==> config.mk <==
export PLATFORM = sky130hd
export DESIGN_NAME = usb_in_ep_scheduler
export DESIGN_NICKNAME = d
export VERILOG_FILES = /design/src/rtl/usb_pkg.sv /design/src/rtl/usb_retry_buf.sv /design/src/rtl/usb_in_ep_scheduler.sv
export SDC_FILE = /design/constraint.sdc
export NUM_CORES = 1
export LEC_CHECK = 0
export ABC_CLOCK_PERIOD_IN_PS = 2050
export CAP_MARGIN = 40
export CORE_MARGIN = 1.5
export CORE_UTILIZATION = 35
export DETAILED_ROUTE_END_ITERATION = 12
export GPL_TIMING_DRIVEN = 0
export PLACE_DENSITY = 0.72
export SKIP_LAST_GASP = 1
export SLEW_MARGIN = 20
export SYNTH_ARGS = -nofsm -noshare
export SYNTH_HDL_FRONTEND = slang
export SYNTH_SLANG_ARGS = --single-unit
==> constraint.sdc <==
create_clock -name clk -period 2.05 [get_ports clk]
set_input_delay 0.3075 -clock clk [delete_from_list [all_inputs] [get_ports clk]]
set_output_delay 0.3075 -clock clk [all_outputs]
set_load 0.005 [all_outputs]
==> src/rtl/usb_pkg.sv <==
// Shared USB definitions: handshake codes, IN scheduler state encoding and
// the default maximum packet size.
package usb_pkg;

   localparam logic [1:0] HS_ACK   = 2'b00;
   localparam logic [1:0] HS_NONE  = 2'b01;
   localparam logic [1:0] HS_NAK   = 2'b10;
   localparam logic [1:0] HS_STALL = 2'b11;

   localparam int unsigned MAX_PKT_DEF = 64;

   typedef enum logic [1:0] {
      IDLE,
      DECIDE,
      SEND,
      WAIT_END
   } sched_state_t;

endpackage

==> src/rtl/usb_retry_buf.sv <==
// Single-clock MAX_PKT x 8 packet store for IN retries: synchronous write,
// asynchronous read.
module usb_retry_buf
   import usb_pkg::*;
#(
   parameter  int unsigned DEPTH = MAX_PKT_DEF,
   localparam int unsigned AW    = (DEPTH > 1) ? $clog2(DEPTH) : 1
) (
   input  logic          clk,
   input  logic          we,
   input  logic [AW-1:0] waddr,
   input  logic [7:0]    wdata,
   input  logic [AW-1:0] raddr,
   output logic [7:0]    rdata
);

   logic [7:0] mem [DEPTH];

   always_ff @(posedge clk) begin
      if (we) mem[waddr] <= wdata;
   end

   assign rdata = mem[raddr];

endmodule

==> src/rtl/usb_in_ep_scheduler.sv <==
// Shares the usb core IN data path between NUM_EP endpoint FIFOs: STALL/NAK/ACK
// decision, packet streaming and DATA0/1 tracking. USB_IN_RETRY_EN adds packet replay.
module usb_in_ep_scheduler
   import usb_pkg::*;
#(
   parameter int unsigned NUM_EP  = 4,
   parameter int unsigned MAX_PKT = MAX_PKT_DEF,
   parameter int unsigned CNT_W   = $clog2(MAX_PKT + 1)
) (
   input  logic                clk,
   input  logic                rst,
   input  logic                usb_rst,
   input  logic                transaction_active,
   input  logic [3:0]          endpoint,
   input  logic                direction_in,
   input  logic                setup,
   input  logic                data_strobe,
   input  logic                success,
   output logic [1:0]          handshake,
   output logic                data_toggle,
   output logic [7:0]          data_in,
   output logic                data_in_valid,
   input  logic [NUM_EP-1:0]   ep_empty,
   input  logic [8*NUM_EP-1:0] ep_data,
   output logic [NUM_EP-1:0]   ep_rd,
   input  logic [NUM_EP-1:0]   ep_stall,
   input  logic [NUM_EP-1:0]   toggle_clr
);

   localparam int unsigned      AW      = (MAX_PKT > 1) ? $clog2(MAX_PKT) : 1;
   localparam logic [CNT_W-1:0] CNT_MAX = CNT_W'(MAX_PKT);

   sched_state_t       state, state_d;
   logic               ta_q;
   logic               start, fall;
   logic [3:0]         cur_ep, cur_ep_d;
   logic [CNT_W-1:0]   cnt, cnt_d;
   logic               replay, replay_d;
   logic               chk, chk_d;
   logic [1:0]         hs_d;
   logic               tog_d;
   logic [7:0]         din_d;
   logic               dv_d;
   logic [NUM_EP-1:0]  toggles, toggles_d;
   logic [NUM_EP-1:0]  cur_sel;
   logic [7:0]         sel_data;
   logic               ep_ok, sel_stall, sel_empty, sel_toggle;
   logic [7:0]         replay_byte;
   logic               stop;

`ifdef USB_IN_RETRY_EN
   logic               pend, pend_d;
   logic [3:0]         pend_ep, pend_ep_d;
   logic [CNT_W-1:0]   pend_len, pend_len_d;
   logic               buf_we;
   logic [7:0]         buf_rdata;

   usb_retry_buf #(.DEPTH(MAX_PKT)) u_retry_buf (
      .clk   (clk),
      .we    (buf_we),
      .waddr (cnt[AW-1:0]),
      .wdata (data_in),
      .raddr (cnt[AW-1:0]),
      .rdata (buf_rdata)
   );

   assign replay_byte = buf_rdata;
`else
   assign replay_byte = '0;
`endif

   assign start = transaction_active & ~ta_q;
   assign fall  = ~transaction_active & ta_q;

   // One-hot decode of cur_ep; an out-of-range endpoint selects nothing.
   always_comb begin
      cur_sel  = '0;
      sel_data = '0;
      for (int unsigned i = 0; i < NUM_EP; i++) begin
         if (32'(cur_ep) == i) begin
            cur_sel[i] = 1'b1;
            sel_data   = ep_data[8*i +: 8];
         end
      end
   end

   assign ep_ok      = |cur_sel;
   assign sel_stall  = |(ep_stall & cur_sel);
   assign sel_empty  = |(ep_empty & cur_sel);
   assign sel_toggle = |(toggles & cur_sel);

   always_comb begin
      stop = (cnt == CNT_MAX) || (!replay && sel_empty);
`ifdef USB_IN_RETRY_EN
      if (replay && cnt == pend_len) stop = 1'b1;
`endif
   end

   // The pop is combinational so the FIFO head advances by the stop-rule cycle.
   always_comb begin
      ep_rd = '0;
      if (state == SEND && !replay && data_strobe && !fall && !rst && !usb_rst)
         ep_rd = cur_sel;
   end

   always_comb begin
      state_d   = state;
      cur_ep_d  = cur_ep;
      cnt_d     = cnt;
      replay_d  = replay;
      chk_d     = 1'b0;
      hs_d      = handshake;
      tog_d     = data_toggle;
      din_d     = data_in;
      dv_d      = data_in_valid;
      toggles_d = toggles;
`ifdef USB_IN_RETRY_EN
      pend_d     = pend;
      pend_ep_d  = pend_ep;
      pend_len_d = pend_len;
      buf_we     = 1'b0;
`endif
      case (state)
         IDLE: begin
            if (start && direction_in && !setup) begin
               cur_ep_d = endpoint;
               state_d  = DECIDE;
            end
         end
         DECIDE: begin
            tog_d   = sel_toggle;
            hs_d    = HS_NAK;
            state_d = WAIT_END;
            if (!ep_ok || sel_stall) begin
               hs_d = HS_STALL;
`ifdef USB_IN_RETRY_EN
            end else if (pend && pend_ep == cur_ep) begin
               hs_d     = HS_ACK;
               replay_d = 1'b1;
               din_d    = buf_rdata;
               dv_d     = 1'b1;
               state_d  = SEND;
            end else if (pend) begin
               hs_d = HS_NAK;
`endif
            end else if (sel_empty) begin
               hs_d = HS_NAK;
            end else begin
               hs_d     = HS_ACK;
               replay_d = 1'b0;
               din_d    = sel_data;
               dv_d     = 1'b1;
               state_d  = SEND;
            end
         end
         SEND: begin
            if (data_strobe) begin
               cnt_d = cnt + 1'b1;
               chk_d = 1'b1;
`ifdef USB_IN_RETRY_EN
               buf_we = !replay;
`endif
            end else if (chk) begin
               if (stop) begin
                  dv_d    = 1'b0;
                  state_d = WAIT_END;
               end else begin
                  din_d = replay ? replay_byte : sel_data;
               end
            end
         end
         WAIT_END: ;
         default: state_d = IDLE;
      endcase

      // End of transaction (also aborts SEND); only ACKed packets update toggles/retry.
      if (fall && state != IDLE) begin
         if (handshake == HS_ACK) begin
            if (success) begin
               toggles_d = toggles ^ cur_sel;
`ifdef USB_IN_RETRY_EN
               pend_d = 1'b0;
            end else if (cnt != '0) begin
               pend_d     = 1'b1;
               pend_ep_d  = cur_ep;
               pend_len_d = cnt;
`endif
            end
         end
         cnt_d   = '0;
         chk_d   = 1'b0;
         hs_d    = HS_NAK;
         dv_d    = 1'b0;
         state_d = IDLE;
`ifdef USB_IN_RETRY_EN
         buf_we  = 1'b0;
`endif
      end

      toggles_d = toggles_d & ~toggle_clr;
   end

   always_ff @(posedge clk) begin
      ta_q <= transaction_active;
      if (rst || usb_rst) begin
         state         <= IDLE;
         cur_ep        <= '0;
         cnt           <= '0;
         replay        <= 1'b0;
         chk           <= 1'b0;
         handshake     <= HS_NAK;
         data_toggle   <= 1'b0;
         data_in       <= '0;
         data_in_valid <= 1'b0;
         toggles       <= '0;
`ifdef USB_IN_RETRY_EN
         pend          <= 1'b0;
         pend_ep       <= '0;
         pend_len      <= '0;
`endif
      end else begin
         state         <= state_d;
         cur_ep        <= cur_ep_d;
         cnt           <= cnt_d;
         replay        <= replay_d;
         chk           <= chk_d;
         handshake     <= hs_d;
         data_toggle   <= tog_d;
         data_in       <= din_d;
         data_in_valid <= dv_d;
         toggles       <= toggles_d;
`ifdef USB_IN_RETRY_EN
         pend          <= pend_d;
         pend_ep       <= pend_ep_d;
         pend_len      <= pend_len_d;
`endif
      end
   end

endmodule

==> run metrics, run 1 <==
crit end category output pin; leading area contributor after synthesis dfxtp_1; setup violators final 0; initial core utilization 0.368; Mapped Cells 179; Sinks on Clock Net 31; Iteration-0 DRC Markers 41; number of max-cap violations 0; final RePlAce weighted congestion 0.752; Clock Tree Buf Depth 2; Lkg Pwr 1.10 nW; share of cells above drive strength 1 0.142; run status complete, no violations; Worst VDD drop 0.000221 V; Final Skew 7.49 ps; fmax 511 MHz; share of Yosys cell area claimed by the top area cell type 0.352; Detail Route Antenna Nets 0; Hold Path Depth 2; Die Span X 74.0 microns; Routed WL 4500 microns; top cells by area, synth dfxtp_1, mux2i_1, mux4_2, ha_1, nand2_1; Cell variety after synth 41; final worst-path cycle share 0.955; number of synthesized flops with an enable pin 0; nets 325; clock root buffer clkbuf_8; CP max FO 3; Hold WC Path Type reg -> reg; row count 25; placed cell area 0.00256 sq mm; post-route cell area 0.00274 sq mm; initial antenna violation count 0; share of flip-flops with an asynchronous set or reset 0; worst r2r path cells 6; largest family of logic cells by synthesized area multiplexers; Tmin final 1960 ps; Die Span Y 74.0 microns; multiplexer share of the synthesized area 0.239; area share of fa/ha/maj cells after synthesis 0.0639; slew margin rel. 0.638; drt first pass iters 4; hold_ws 457 ps; IO Pins 72; P per Cell Area 520 mW/mm^2; Main synth FF type dfxtp_1; vias per inst 4.88; area delta synth->final 55.6%; DRC 0; Skew-Pair Late Insertion Delay 280 ps; final total power 1.43 mW; syn_nets 244; number of CTS-inserted buffers 5; Critical Path AT 1650 ps; Compound-Gate Fraction of Synth Area 0.0724; crit path kind in -> out; fill count 453; vias in the first global route 1602; DP HPWL 3460 microns; worst slew pin tran 537 ps; TritonCTS clock tree done; syn avg cell area 9.85 sq um; Crit path required time 1740 ps; grt ovf 0; CTS H-tree depth 2; max-slew violations 0; first-pass GRT wire length 7400 microns; via count 1601; dpl cells 318; GRT Total Usage 0.179; Clk pin slew, worst setup/hold paths 70 ps; XOR/XNOR Fraction of Synth Area 0.0298; cell area after synthesis 0.00176 sq mm; largest net degree at the start of global routing 20; Die Area 0.00547 sq mm; Synth Area in Simple Gates 0.213; CORE AREA 0.00479 sq mm; Synthesis Warnings 0; fin cells 328; most numerous cell in the Yosys netlist dfxtp_1; port bufs 71; top cells by count, synth dfxtp_1, mux2i_1, nand2_1, nor2_1, ha_1; wire per inst 13.7 microns; CP Launch Type input pin; post-synthesis sequential area ratio 0.352; n_diodes 0; register bit total from synthesis 31; Hold Fails Final Rpt 0; hold_buf cts 0
## final cells by class
cell class / count / area, sq um / area share
multi-input cells: 136 / 1130 / 0.412
repair buffers: 76 / 741 / 0.270
flip-flops and latches: 31 / 621 / 0.226
well taps: 67 / 83.8 / 0.0306
clock buffers: 6 / 82.6 / 0.0301
clock inverters: 2 / 35.0 / 0.0128
plain buffers: 4 / 26.3 / 0.00958
inverters: 6 / 22.5 / 0.00821
## cells in the final DEF, fill, tap and decap left out, types with 2 or more instances in the layout
cell type | Yosys | layout
clkdlybuf4s50_1 | 0 | 67
dfxtp_1 | 31 | 31
mux2i_1 | 23 | 23
nand2_1 | 22 | 22
nor2_1 | 20 | 20
mux4_2 | 8 | 8
ha_1 | 9 | 8
nor3_1 | 8 | 7
inv_1 | 6 | 6
clkbuf_8 | 0 | 6
buf_4 | 2 | 5
nand3_1 | 5 | 5
and3_1 | 4 | 4
dlygate4sd2_1 | 0 | 4
xor2_1 | 3 | 3
xnor2_1 | 3 | 3
and2_1 | 2 | 2
nor2b_1 | 2 | 2
clkbuf_1 | 3 | 2
nor4_1 | 2 | 2
a21oi_1 | 2 | 2
## cells by family (layout without fill, tap and decap cells)
family,after synthesis,after routing
xor+xnor,6,6
fa+ha+maj,9,9
mux,32,32
flops,31,31
simple gates,76,76
compound gates,13,13
buf+inv,12,94
## stage by stage
step                      utilization  worst slack (ps)  setup TNS [ps]
final                           0.573              93.0               0
after global routing            0.573             -2.63           -2.63
after CTS                       0.572              51.4               0
after detailed placement        0.535              -424           -1470
after global placement          0.534              -388           -3530
after floorplan                     -               411               0
## path summary, 6_finish.rpt
kind                            from          to  slack, ps
hold / removal            data_in[2]  data_in[2]        460
hold reg to reg           data_in[2]  data_in[2]        460
setup / recovery  transaction_active    ep_rd[1]         90
setup reg to reg           cur_ep[1]    state[1]        200
## metal layers
| metal | global-route usage | part of all wire | vias to the layer above |
|---|---|---|---|
| met5 | 0 | 0 | - |
| met4 | 0.101 | 0.030 | 0 |
| met3 | 0.0379 | 0.041 | 10 |
| met2 | 0.293 | 0.49 | 43 |
| met1 | 0.218 | 0.44 | 750 |
| li1 | - | - | 798 |
## state kept, by name, indices dropped and copies added, names as in the netlist
name           cells
chk                1
data_in_valid      1
data_in            8
data_toggle        1
toggles            4
ta_q               1
state              2
cur_ep             4
handshake          2
cnt                7
## critical path, stage by stage
cell and delay (ps):
clkdlybuf4s50_1 500, nand2b_4 150, nand4_1 110, buf_4 160, nor3_1 140, dlygate4sd2_1 270
## where the power goes
part | switching, mW | leakage [nW] | internal, mW | total [mW]
combinational | 0.0562 | 0.789 | 0.127 | 0.183
clock | 0.241 | 0.0612 | 0.393 | 0.634
sequential | 0.00290 | 0.250 | 0.605 | 0.608
## repair_timing
action | 4_1_cts | 5_1_grt
setup buffers | 3 | 1
cloned | 0 | 0
hold endpoints to repair | 0 | 0
endpoints found under the setup margin | 4 | 2
gates resized for setup | 12 | 0
pin swaps | 4 | 1
No activity file was read; power rests on OpenSTA's default activity.
==> run 2, diff against run 1 <==
ABC_CLOCK_PERIOD_IN_PS = 2150   (was 2050)
clock period = 2.15 ns   (was 2.05 ns; I/O delays follow)
==> run 2 against run 1 <==
Effect of this change:
- first-iteration DRC count decreased by 9.8%
- sequential share of layout area about the same
- cell area about the same
==> run metrics, run 2 (synthesis gave the netlist of run 1 again) <==
run status complete, no violations (unchanged); first-pass GRT wire length 7320 microns (was 7400 microns); Crit path required time 1830 ps (was 1740 ps); sw frac 0.212 (was 0.210); slew margin rel. 0.639 (was 0.638); IO Pins 72 (unchanged); Top Registers data_in: 8 flops, cnt: 7 flops (unchanged); Detail Route Antenna Nets 0 (unchanged); max reg flops 8 (unchanged); Die Area 0.00547 sq mm (unchanged); P per Cell Area 496 mW/mm^2 (was 520 mW/mm^2); area delta synth->final 55.7% (was 55.6%); dpl cells 318 (unchanged); reg-to-reg setup timing slack 290 ps (was 200 ps); via count 1602 (was 1601); Skew-Pair Late Insertion Delay 290 ps (was 280 ps); combinational share of power 0.128 (was 0.129); dpl ws -354 ps (was -424 ps); row count 25 (unchanged); Lkg Pwr 1.13 nW (was 1.10 nW); CTS H-tree depth 2 (unchanged); crit path kind in -> out (unchanged); initial antenna violation count 0 (unchanged); register share of total power 0.426 (about the same); commonest cells after routing, fill and taps aside clkdlybuf4s50_1, dfxtp_1, mux2i_1 (unchanged); Hold Fails Final Rpt 0 (unchanged); Clk pin slew, worst setup/hold paths 70 ps (about the same); max-slew violations 0 (unchanged); DRC 0 (unchanged); fmax 489 MHz; share of cells above drive strength 1 0.142 (about the same); Clock Tree Buf Depth 2 (unchanged); hold_buf cts 0 (unchanged); drt first pass iters 4 (unchanged); fin cells 327 (was 328); placed cell area 0.00256 sq mm (unchanged); initial core utilization 0.368 (unchanged); CP Launch Type input pin (unchanged); number of CTS-inserted buffers 5 (unchanged); vias in the first global route 1579 (was 1602); hold_ws 457 ps (about the same); internal power 1.07 mW (was 1.13 mW); number of max-cap violations 0 (unchanged); Final Skew 7.61 ps (was 7.49 ps); final worst-path cycle share 0.952; TritonCTS clock tree done (unchanged); crit end category output pin (unchanged); Tmin final 2050 ps; largest net degree at the start of global routing 20 (unchanged); grt ovf 0 (unchanged); final RePlAce weighted congestion 0.752 (unchanged); Worst VDD drop 0.000210 V (was 0.000221 V); port bufs 71 (unchanged); worst slew pin tran 536 ps (was 537 ps); Biggest register data_in (unchanged); Sinks on Clock Net 31 (unchanged); Critical Path AT 1720 ps (was 1650 ps); wire per inst 13.7 microns (about the same); clock power share 0.446 (was 0.445); GRT Total Usage 0.177 (was 0.179); final worst setup slack 103 ps (was 93.0 ps); Die Span X 74.0 microns (unchanged); Sw Pwr 0.288 mW (was 0.300 mW); nets 324 (was 325); DP HPWL 3460 microns (unchanged); Iteration-0 DRC Markers 37 (was 41); n_diodes 0 (unchanged); most common cell after layout, fill and taps aside clkdlybuf4s50_1 (unchanged); post-route cell area 0.00275 sq mm (was 0.00274 sq mm); vias per inst 4.90 (was 4.88); Die Span Y 74.0 microns (unchanged); setup violators final 0 (unchanged); Hold WC Path Type reg -> reg (unchanged); CORE AREA 0.00479 sq mm (unchanged); unrepaired setup endpoints after global routing no; Routed WL 4470 microns (was 4500 microns); clock root buffer clkbuf_8 (unchanged); CP max FO 3 (unchanged); Final Core Density 0.574 (was 0.573)
## run 2: cell count changes in the layout (fill, tap and decap cells not counted), sizes merged
cell	change
buf	-1
dlygate4sd2	-2
dlymetal6s2s	+2
## run 2: layout make-up
| class | count | area, sq um |
|---|---|---|
| plain buffers | 4 | 26.3 |
| clock buffers | 6 | 82.6 |
| clock inverters | 2 | 35.0 |
| fillers | 452 | 2040 |
| inverters | 6 | 22.5 |
| multi-input cells | 136 | 1130 |
| flip-flops and latches | 31 | 621 |
| well taps | 67 | 83.8 |
| repair buffers | 75 | 741 |
## run 2: worst max-delay path, stage by stage
cell	delay, ps
clkdlybuf4s50_1	490
nand2b_4	140
nand4_1	170
buf_4	190
nor3_1	140
dlygate4sd2_1	270
## run 2: power groups by stage
stage               Clock [mW]  Sequential (mW)  Combinational [mW]
global route             0.640            0.579               0.187
floorplan                    0            0.591              0.0551
global placement             0            0.592               0.167
finish                   0.607            0.579               0.174
detailed placement           0            0.592               0.170
CTS                      0.620            0.579               0.174
## run 2: per-stage QoR
stage          setup TNS [ps]  power, mW
3_3_place_gp            -2570      0.758
5_1_grt                     0       1.41
6_report                    0       1.36
4_1_cts                     0       1.37
2_1_floorplan               0      0.647
3_5_place_dp            -1190      0.762
## run 2: routing by layer
metal / GRT usage / vias to the layer above / part of all wire
met5: 0 / - / 0
met4: 0.0988 / 0 / 0.034
met3: 0.0379 / 12 / 0.045
met2: 0.291 / 45 / 0.49
met1: 0.215 / 749 / 0.43
li1: - / 796 / -
## run 2: timing repair
| action | CTS | global route |
|---|---|---|
| endpoints found under the setup margin | 4 | 4 |
| endpoints found under the hold margin | 0 | 0 |
| setup buffers | 2 | 1 |
| pin swaps | 4 | 1 |
| gates resized for setup | 7 | 6 |
## run 2: final timing paths
kind / startpoint / to / cells past startpoint
worst max-delay path: transaction_active / ep_rd[1] / 6
worst min-delay path: data_in[2] / data_in[2] / 2
worst max register to register: cur_ep[1] / state[1] / 6
worst min register to register: data_in[2] / data_in[2] / 2
==> run 3, diff against run 2 <==
ABC_CLOCK_PERIOD_IN_PS = unset   (was 2150)
GPL_TIMING_DRIVEN = unset   (was 0)
REMOVE_ABC_BUFFERS = 1   (was unset)
==> run 3 against run 2 <==
Effect of this change:
- clock skew fell by 4.4 ps
- via count fell by 0.75%
- critical path type unchanged
- core utilization fell by 0.31 points
==> run metrics, run 3 (synthesis gave the netlist of run 1 again) <==
Routed WL 4310 microns (was 4470 microns); hold_buf cts 0 (unchanged); Detail Route Antenna Nets 0 (unchanged); area delta synth->final 54.9% (was 55.7%); worst slew pin tran 388 ps (was 536 ps); row count 25 (unchanged); Final Core Density 0.570 (was 0.574); DRC 0 (unchanged); HP Start data_in[1] (was data_in[2]); Worst VDD drop 0.000412 V (was 0.000210 V); drt first pass iters 4 (unchanged); Sinks on Clock Net 31 (unchanged); share of cells above drive strength 1 0.152 (was 0.142); final RePlAce weighted congestion 0.757 (was 0.752); number of CTS-inserted buffers 5 (unchanged); commonest cells after routing, fill and taps aside clkdlybuf4s50_1, dfxtp_1, mux2i_1 (unchanged); port bufs 71 (unchanged); Clock Tree Buf Depth 2 (unchanged); Clk pin slew, worst setup/hold paths 60 ps (was 70 ps); n_diodes 0 (unchanged); Biggest register data_in (unchanged); Worst path max stage delay 500 ps (was 490 ps); setup TNS 0 ps (unchanged); first-pass GRT wire length 6550 microns (was 7320 microns); CTS H-tree depth 2 (unchanged); final total power 1.26 mW (was 1.36 mW); fmax 483 MHz (was 489 MHz); unrepaired setup endpoints after global routing no (unchanged); wire per inst 13.0 microns (was 13.7 microns); nets 328 (was 324); final worst-path cycle share 0.962 (was 0.952); Crit path required time 1830 ps (about the same); Hold Fails Final Rpt 0 (unchanged); Hold EP data_in[1] (was data_in[2]); grt ovf 0 (unchanged); P per Cell Area 460 mW/mm^2 (was 496 mW/mm^2); r2r endpoint data_in[6] (was state[1]); setup violators final 0 (unchanged); number of max-cap violations 0 (unchanged); worst r2r path cells 5 (was 6); TritonCTS clock tree done (unchanged); CP Launch Type input pin (unchanged); CP Cell Sequence clkdlybuf4s50_1, nand2b_4, nand4_1, buf_4, nor3_2, dlygate4sd2_1 (was clkdlybuf4s50_1, nand2b_4, nand4_1, buf_4, nor3_1, dlygate4sd2_1); via count 1590 (was 1602); Lkg Pwr 1.11 nW (was 1.13 nW); CORE AREA 0.00479 sq mm (unchanged); most common cell after layout, fill and taps aside clkdlybuf4s50_1 (unchanged); vias in the first global route 1387 (was 1579); clock root buffer clkbuf_8 (unchanged); initial core utilization 0.368 (unchanged); IO Pins 72 (unchanged); Tmin final 2070 ps (was 2050 ps); Hold Path Depth 2 (unchanged); Hold WC Path Type reg -> reg (unchanged); critical path's slowest cell clkdlybuf4s50_1 (unchanged); Die Span X 74.0 microns (unchanged); GRT Total Usage 0.159 (was 0.177); initial antenna violation count 0 (unchanged); vias per inst 4.80 (was 4.90); Top Registers data_in: 8 flops, cnt: 7 flops (unchanged); Final Skew 3.16 ps (was 7.61 ps); largest net degree at the start of global routing 10 (was 20); CP max FO 3 (unchanged); run status complete, no violations (unchanged); slew margin rel. 0.741 (was 0.639); Critical Path AT 1750 ps (was 1720 ps); Skew-Pair Late Insertion Delay 270 ps (was 290 ps); max-slew violations 0 (unchanged); dpl cells 321 (was 318); max reg flops 8 (unchanged); Die Span Y 74.0 microns (unchanged); hold_ws 456 ps (was 457 ps); Die Area 0.00547 sq mm (unchanged); fin cells 331 (was 327); reg-to-reg setup timing slack 420 ps (was 290 ps); Iteration-0 DRC Markers 46 (was 37); crit end category output pin (unchanged); crit path kind in -> out (unchanged); Critical R2R Launch cur_ep[0] (was cur_ep[1]); DP HPWL 3380 microns (was 3460 microns)
run 3: area by class of cell:
cell class | count | area, sq um
Clock buffer | 8 | 100
Inverter | 6 | 22.5
Fill cell | 434 | 2060
Multi-Input combinational cell | 136 | 1100
Timing Repair Buffer | 83 | 800
Tap cell | 67 | 83.8
Sequential cell | 31 | 622
run 3: worst max path at each step:
stage                                   from        to  slack (ps)  cells past startpoint
after floorplan                    cur_ep[0]  state[0]         240                      5
after global placement    transaction_active  ep_rd[0]        -160                      5
after detailed placement  transaction_active  ep_rd[0]        -190                      5
after CTS                 transaction_active  ep_rd[3]          20                      5
after global routing      transaction_active  ep_rd[1]        0.04                      6
final                     transaction_active  ep_rd[1]          80                      6
run 3: repair_timing:
| item | 4_1_cts | 5_1_grt |
|---|---|---|
| setup endpoints to repair | 4 | 1 |
| pin swaps | 3 | 0 |
| resized for setup | 6 | 1 |
| setup buffers | 2 | 0 |
run 3: routing by layer:
metal,vias to the layer above,track usage,wire length (microns)
met5,-,0,0
met4,0,0.0473,50
met3,4,0.0434,234
met2,48,0.266,2170
met1,733,0.199,1850
li1,805,-,-
run 3: power by group:
part           total [mW]  internal [mW]  switching [mW]
registers           0.580          0.577         0.00275
clock network       0.498          0.292           0.206
logic               0.177          0.125          0.0522
total                1.26          0.994           0.261
run 3: worst max-delay path: cells and delay by family:
kind | cells | cell delay, ps
simple gates | 3 | 460
buf+inv | 3 | 960
run 3: through the flow:
step,cell area (sq um),setup slack (ps)
3_5_place_dp,2600,-187
3_3_place_gp,2600,-162
4_1_cts,2730,24.1
6_report,2730,81.6
5_1_grt,2730,0.0439
2_1_floorplan,1730,236
